[config.mk]
export PLATFORM = sky130hd
export DESIGN_NAME = ascii_frame_tx
export DESIGN_NICKNAME = d
export VERILOG_FILES = /design/src/rtl/ascii_frame_tx_pkg.sv /design/src/rtl/ascii_frame_tx.sv
export SDC_FILE = /design/constraint.sdc
export NUM_CORES = 1
export LEC_CHECK = 0
export BUFFER_PORTS_ARGS = -buffer_cell sky130_fd_sc_hd__buf_4
export CAP_MARGIN = 15
export CORE_ASPECT_RATIO = 1.1
export CORE_MARGIN = 8
export CORE_UTILIZATION = 30
export CTS_CLUSTER_DIAMETER = 80
export DETAILED_ROUTE_END_ITERATION = 8
export GPL_ROUTABILITY_DRIVEN = 0
export SETUP_SLACK_MARGIN = 0.1
export SLEW_MARGIN = 20
export SYNTH_ARGS = -nofsm -noshare
export SYNTH_HDL_FRONTEND = slang
export SYNTH_SLANG_ARGS = --single-unit
export TNS_END_PERCENT = 5
[constraint.sdc]
create_clock -name clk -period 2 [get_ports clk]
set_clock_uncertainty 0.05 [all_clocks]
set_input_delay 0.4 -clock clk [delete_from_list [all_inputs] [get_ports clk]]
set_output_delay 0.4 -clock clk [all_outputs]
set_load 0.03 [all_outputs]
[src/rtl/ascii_frame_tx_pkg.sv]
// ============================================================================
// Module : ascii_frame_tx_pkg
// Brief  : Shared ASCII text constants and frame-emitter state encoding.
// Rev    : 1.0
// ============================================================================
`default_nettype none

package ascii_frame_tx_pkg;

    localparam logic [7:0] CHAR_CR    = 8'h0D;
    localparam logic [7:0] CHAR_LF    = 8'h0A;
    localparam logic [7:0] CHAR_SPACE = 8'h20;
    localparam logic [7:0] CHAR_ZERO  = 8'h30;

    typedef logic [1:0] state_t;

    localparam state_t ST_IDLE  = 2'd0;
    localparam state_t ST_DIGIT = 2'd1;
    localparam state_t ST_CR    = 2'd2;
    localparam state_t ST_LF    = 2'd3;

endpackage

`default_nettype wire

[src/rtl/ascii_frame_tx.sv]
// ============================================================================
// Module : ascii_frame_tx
// Brief  : Snapshots a row of ASCII counter digits and streams them MSB-first
//          over valid/ready, with optional leading-zero blanking and CR LF.
// Rev    : 1.0
// ============================================================================
`default_nettype none

module ascii_frame_tx
    import ascii_frame_tx_pkg::*;
#(
    parameter int         DIGITS        = 4,
    parameter bit         EMIT_CRLF     = 1'b1,
    parameter bit         BLANK_LEADING = 1'b0,
    parameter logic [7:0] ZERO_CHAR     = CHAR_ZERO
) (
    input  logic                clk,
    input  logic                rst_n,
    input  logic [8*DIGITS-1:0] digits_in,
    input  logic                trigger,
    output logic                busy,
    output logic [7:0]          tx_data,
    output logic                tx_valid,
    input  logic                tx_ready,
    output logic                frame_done,
    output logic                dropped
);

    localparam int IW = (DIGITS > 1) ? $clog2(DIGITS) : 1;

    state_t              r_state;
    logic [8*DIGITS-1:0] r_snap;
    logic [IW-1:0]       r_idx;
    logic                r_blank_run;

    logic [7:0]          w_first_byte;
    logic                w_first_blank;
    logic [IW-1:0]       w_next_idx;
    logic [7:0]          w_next_byte;
    logic                w_next_blank;

    // The first byte comes straight from digits_in so it can be presented
    // in the cycle after the trigger, in parallel with the snapshot load.
    assign w_first_byte  = digits_in[8*(DIGITS-1) +: 8];
    assign w_first_blank = BLANK_LEADING && (DIGITS > 1) && (w_first_byte == ZERO_CHAR);

    // r_blank_run remembers that every more-significant digit was blanked.
    assign w_next_idx   = r_idx - 1'b1;
    assign w_next_byte  = r_snap[{w_next_idx, 3'b000} +: 8];
    assign w_next_blank = BLANK_LEADING && r_blank_run && (w_next_idx != '0)
                          && (w_next_byte == ZERO_CHAR);

    always_ff @(posedge clk or negedge rst_n) begin
        if (!rst_n) begin
            r_state     <= ST_IDLE;
            r_snap      <= '0;
            r_idx       <= '0;
            r_blank_run <= 1'b0;
            tx_data     <= 8'h00;
            tx_valid    <= 1'b0;
            busy        <= 1'b0;
            frame_done  <= 1'b0;
            dropped     <= 1'b0;
        end else begin
            frame_done <= 1'b0;
            dropped    <= 1'b0;

            case (r_state)
                ST_IDLE: begin
                    if (trigger) begin
                        r_snap      <= digits_in;
                        r_idx       <= IW'(DIGITS - 1);
                        r_blank_run <= w_first_blank;
                        tx_data     <= w_first_blank ? CHAR_SPACE : w_first_byte;
                        tx_valid    <= 1'b1;
                        busy        <= 1'b1;
                        r_state     <= ST_DIGIT;
                    end
                end

                ST_DIGIT: begin
                    if (tx_ready) begin
                        if (r_idx == '0) begin
                            if (EMIT_CRLF) begin
                                tx_data <= CHAR_CR;
                                r_state <= ST_CR;
                            end else begin
                                tx_valid   <= 1'b0;
                                busy       <= 1'b0;
                                frame_done <= 1'b1;
                                r_state    <= ST_IDLE;
                            end
                        end else begin
                            r_idx       <= w_next_idx;
                            r_blank_run <= w_next_blank;
                            tx_data     <= w_next_blank ? CHAR_SPACE : w_next_byte;
                        end
                    end
                end

                ST_CR: begin
                    if (tx_ready) begin
                        tx_data <= CHAR_LF;
                        r_state <= ST_LF;
                    end
                end

                default: begin
                    if (tx_ready) begin
                        tx_valid   <= 1'b0;
                        busy       <= 1'b0;
                        frame_done <= 1'b1;
                        r_state    <= ST_IDLE;
                    end
                end
            endcase

            if ((r_state != ST_IDLE) && trigger) begin
                dropped <= 1'b1;
            end
        end
    end

endmodule

`default_nettype wire

# Word-level counts from Yosys, hierarchy flattened
# Index checks and enable logic that the tools add are counted.
dict set report classes {
  n_addsub 1
  n_eq_ne 7
  shifts 1
  muxes 21
  bitwise_logic 1
  n_reduce_logical 14
}
# operator count
set op_table {}
lappend op_table {{$mux 8} 4}
lappend op_table {{$shiftx 32x6->8} 1}
lappend op_table {{$pmux 8 s3} 1}
lappend op_table {{$mux 2} 8}
lappend op_table {{$ne 2x2->1 const B} 5}
lappend op_table {{$reduce_and 4->1} 2}
lappend op_table {{$pmux 2 s3} 1}
lappend op_table {{$reduce_bool 2->1} 3}
lappend op_table {{$mux 1} 5}
lappend op_table {{$reduce_and 5->1} 1}
lappend op_table {{$logic_not 2->1} 2}
lappend op_table {{$pmux 2 s2} 1}
lappend op_table {{$reduce_and 3->1} 1}
lappend op_table {{$reduce_bool 3->1} 1}
lappend op_table {{$reduce_or 3->1} 1}
lappend op_table {{$eq 2x1->1 const B} 1}
lappend op_table {{$eq 2x2->1 const B} 1}
lappend op_table {{$pmux 1 s2} 1}
lappend op_table {{$reduce_and 2->1} 1}
lappend op_table {{$reduce_or 2->1} 1}
lappend op_table {{$sub 2x1->2 const B} 1}
lappend op_table {{$logic_and 1x1->1} 1}
lappend op_table {{$not 1->1} 1}
dict set report totals {
  ff_bits 47
  in_bits 36
  output_inout_bits 12
  wordCells 52
}

# Longest topological paths before layout
dict set report depth {
  ltp_word 5
  mapped_depth 8
  ltp_nobuf 6
}

# Worst setup path before layout
# No wires, ideal clock.
dict set report synth_path {
  path_type {register to register}
  startpoint {register r_idx[0]}
  endpoint {register tx_data[0]}
  setup_time_ps 124
  arrival_time_ps 1664
  required_time_ps 1826
  slack_ps 163
  stages_incl_launch_ff 9
  n_path_buf 2
  period_less_slack_ps 1837
  path_cell_list {dfrtp_1 -> buf_2 -> inv_1 -> ha_1 -> buf_2 -> mux2i_1 -> a21oi_1 -> a22oi_1 -> a21oi_2}
}
dict set report synth_between {
  elab_chain_cells 5
  word_cells_on_any_way 6
  cone_classes {add/sub: 1; shift: 1; mux: 3; reduce/logical: 1}
}
# element line_no
set synth_rtl {}
lappend synth_rtl {{start: declaration} ascii_frame_tx.sv:33} ;# logic [IW-1:0] r_idx;
lappend synth_rtl {{start signal: assignment} ascii_frame_tx.sv:72} ;# r_idx <= IW'(DIGITS - 1);
lappend synth_rtl {{start signal: assignment} ascii_frame_tx.sv:94} ;# r_idx <= w_next_idx;
lappend synth_rtl {{$sub 2x1->2} ascii_frame_tx.sv:48} ;# assign w_next_idx = r_idx - 1'b1;
lappend synth_rtl {{$shiftx 32x6->8} ascii_frame_tx.sv:49} ;# assign w_next_byte = r_snap[{w_next_idx, 3'b000} +: 8];
lappend synth_rtl {{$mux 8 *} ascii_frame_tx.sv:83} ;# if (r_idx == '0) begin
lappend synth_rtl {{$mux 8 *} ascii_frame_tx.sv:82} ;# if (tx_ready) begin
lappend synth_rtl {{$pmux 8 s3 *} ascii_frame_tx.sv:68} ;# case (r_state)
lappend synth_rtl {{end signal: assignment} ascii_frame_tx.sv:74} ;# tx_data <= w_first_blank ? CHAR_SPACE : w_first_byte;
lappend synth_rtl {{end signal: assignment} ascii_frame_tx.sv:96} ;# tx_data <= w_next_blank ? CHAR_SPACE : w_next_byte;
lappend synth_rtl {{end: declaration} ascii_frame_tx.sv:22} ;# output logic [7:0] tx_data,
# Every way passes the cells marked *; elsewhere a longest branch is shown, timed or not. The select of a mux whose other input is x is not followed.
# A chain may end at the register's enable or synchronous reset.

# Worst setup path in the final report
dict set report layout_path {
  startpoint {register r_state[1]}
  endpoint {register tx_data[4]}
}
dict set report layout_between {
  elab_chain_cells 3
  word_cells_on_any_way 9
  cone_classes {eq/ne: 5; mux: 1; reduce/logical: 3}
}
# element line_no
set layout_rtl {}
lappend layout_rtl {{start: declaration} ascii_frame_tx.sv:31} ;# state_t r_state;
lappend layout_rtl {{start signal: assignment} ascii_frame_tx.sv:55} ;# r_state <= ST_IDLE;
lappend layout_rtl {{start signal: assignment} ascii_frame_tx.sv:77} ;# r_state <= ST_DIGIT;
lappend layout_rtl {{start signal: assignment} ascii_frame_tx.sv:86} ;# r_state <= ST_CR;
lappend layout_rtl {{$eq 2x1->1 (tied with other cells)} ascii_frame_tx.sv:68}
lappend layout_rtl {{$ne 2x2->1 (no source line) or $reduce_bool 3->1 (tied branches)} n/a}
lappend layout_rtl {{$reduce_and 4->1 (no source line)} n/a}
# Parallel ways exist; a longest one is shown, timed or not.

==> metrics.csv <==
metric;value;unit
outcome;complete, no violations;
setup-tns-final;0;ns
cts_inserted_buffers;5;
cp_slowest_cell;dfrtp_1;
grt_antenna_before_repair;0;
grt_pass1_vias;1555;
grt.total_usage;9.822;%
setup.worst_path.class;reg -> reg;
drc_errors;0;
wl_per_cell;15.38;um
yosysUniqueCellTypes;30;
placed_cell_area;2691;um^2
nNetsFinal;269;
drive_above_1_share;45.18;%
r2r_setup_slack;0.27;ns
cpPeakStageDelay;0.38;ns
critPathMaxFanout;16;
fin_crit_sh;86.50;%
cts_tree;done;
die-area;10410;um^2
vias;1477;
cts_max_level;2;
drv_slew;0;
wl;4844;um
start_util;30.37;%
slew_headroom;60.41;%
setup.worst_path.start;r_state[1];
synth.cell_area;2220;um^2
peakVddDrop;0.0004939;V
clk_latency;0.30;ns
tightest_slew;0.5938;ns
synth_cells;176;
crit_family;flip-flops;
start_kind;flip-flop;
rr_startpoint;r_state[1];
rr_worst_depth;7;
p_leak;1.287;nW
die_x;98.02;um
setup_viol;0;
overflow;0;
power.density;1707;nW/um^2
dieHeight;106.2;um
ys_ff_latch;47;
yosysSeqAreaShare;52.99;%
yosysWarnings;0;
max_freq;578.0;MHz
cp-end-kind;flip-flop;
avgSynthCellArea;12.61;um^2
crit_buf_inv;2;
cts_buffer_depth;2;
dp_slack;0.2369;ns
fin_area;2801;um^2
portBuffers;47;
hold_path_class;in -> async;
std_cell_rows;33;
areaGrowthSynthToFinish;26.21;%
arrival;1.91;ns
ant_nets;0;
diodes;0;
firstDrtPassIters;4;
maxCapViolCount;0;
core-area;7308;um^2
drt-initial-drc-count;46;
stdcell_count;315;
hold_buffers;0;
clkTransAtPathRegs;0.09;ns
dp.cells;308;
synth_fp_nets;217;
grt_pass1_wl;8107;um
ios;48;
rsz0062_at_grt;false;
required;2.18;ns
r2r_end;tx_data[4];
clock-root-buffer;clkbuf_8;
cts.sinks;47;
whs;0.04246;ns
power.total;4.782;mW
hold_violations;0;
grt_max_degree;48;
setup_slack;0.2700;ns
hpwl;3686;um
final_core_util;38.33;%
worstPathCellList;inv_1 -> ha_1 -> or2_4 -> a211oi_4 -> buf_6 -> nor2_1 -> a31oi_1;
period_needed;1.730;ns
routed_via_density;4.689;
## layout by cell type (no fill, tap or decap)
| master | instances |
|---|---|
| a211o_2 | 1 |
| a211oi_4 | 1 |
| a21oi_1 | 8 |
| a21oi_2 | 2 |
| a221oi_1 | 1 |
| a22oi_1 | 2 |
| a2bb2oi_1 | 2 |
| a31oi_1 | 5 |
| and2_1 | 1 |
| and2b_1 | 1 |
| and2b_2 | 1 |
| buf_12 | 1 |
| buf_4 | 51 |
| buf_6 | 1 |
| bufinv_16 | 1 |
| clkbuf_8 | 5 |
| clkinvlp_4 | 1 |
| dfrtp_1 | 47 |
| ha_1 | 5 |
| inv_1 | 10 |
| mux2_2 | 32 |
| mux2i_1 | 8 |
| mux4_2 | 5 |
| nand2_1 | 16 |
| nand2b_1 | 1 |
| nor2_1 | 11 |
| nor2b_1 | 1 |
| o21ai_0 | 3 |
| o21bai_1 | 1 |
| o22ai_1 | 1 |
| o2bb2ai_1 | 1 |
| or2_4 | 1 |
## area by class of cell
cell class                 instances  area (um^2)
fill                             725         4507
sequential                        47         1176
multi-input combinational        111        958.4
timing repair buffer              53        414.1
tap                               87        108.9
clock buffer                       5        68.82
clock inverter                     2        37.54
inverter                          10        37.54
## how the worst max path moves through the flow
stage,end,slack (ns),depth (start not counted)
2_1_floorplan,tx_data[0],0.16,8
3_3_place_gp,tx_data[7],0.27,7
3_5_place_dp,tx_data[4],0.24,7
4_1_cts,tx_data[4],0.22,7
5_1_grt,tx_data[4],0.11,7
6_report,tx_data[4],0.27,7
## where the power goes
| part | internal [mW] | switching [mW] |
|---|---|---|
| clock | 0.365 | 0.317 |
| sequential | 1.44 | 0.259 |
| combinational | 1.21 | 1.19 |
## routing by layer
metal | wire length, um | track usage [%]
met1 | 2270 | 12.99
met2 | 2197 | 14.79
met3 | 286 | 2.549
met4 | 90 | 4.348
met5 | 0 | 0
## kinds of logic after synthesis
| family | after synthesis | share of synthesized area [%] |
|---|---|---|
| compound gates | 28 | 8.907 |
| fa+ha+maj | 5 | 2.818 |
| buf+inv | 18 | 3.833 |
| flops | 47 | 52.99 |
| mux | 45 | 24.92 |
| simple gates | 33 | 6.540 |
## synth_stat cells, drive strengths merged
cell type	n	area share (%)
a211o	1	0.45
and2b	2	0.73
ha	5	2.8
a31oi	5	1.4
mux2	32	16
clkbuf	1	0.17
mux2i	8	3.6
or2	1	0.39
buf	7	2.0
nand2	16	2.7
a21oi	10	2.6
a2bb2oi	2	0.79
nand2b	1	0.28
and2	1	0.28
o2bb2ai	1	0.39
mux4	5	5.1
a221oi	1	0.39
a211oi	1	0.90
nor2b	1	0.28
dfrtp	47	53
a22oi	2	0.68
nor2	11	1.9
o21bai	1	0.34
inv	10	1.7
o21ai	3	0.68
o22ai	1	0.28
## repair_timing
item,CTS,global route
gates resized for setup,0,1
buffers inserted,0,0
endpoints found under the setup margin,0,1
hold endpoints to repair,0,0
## registers in the layout (all words and copies together), names as in the netlist
signal / count
dropped: 1
frame_done: 1
r_idx: 2
r_snap: 32
r_state: 2
tx_data: 8
tx_valid: 1
No activity file was read; power rests on OpenSTA's default activity.
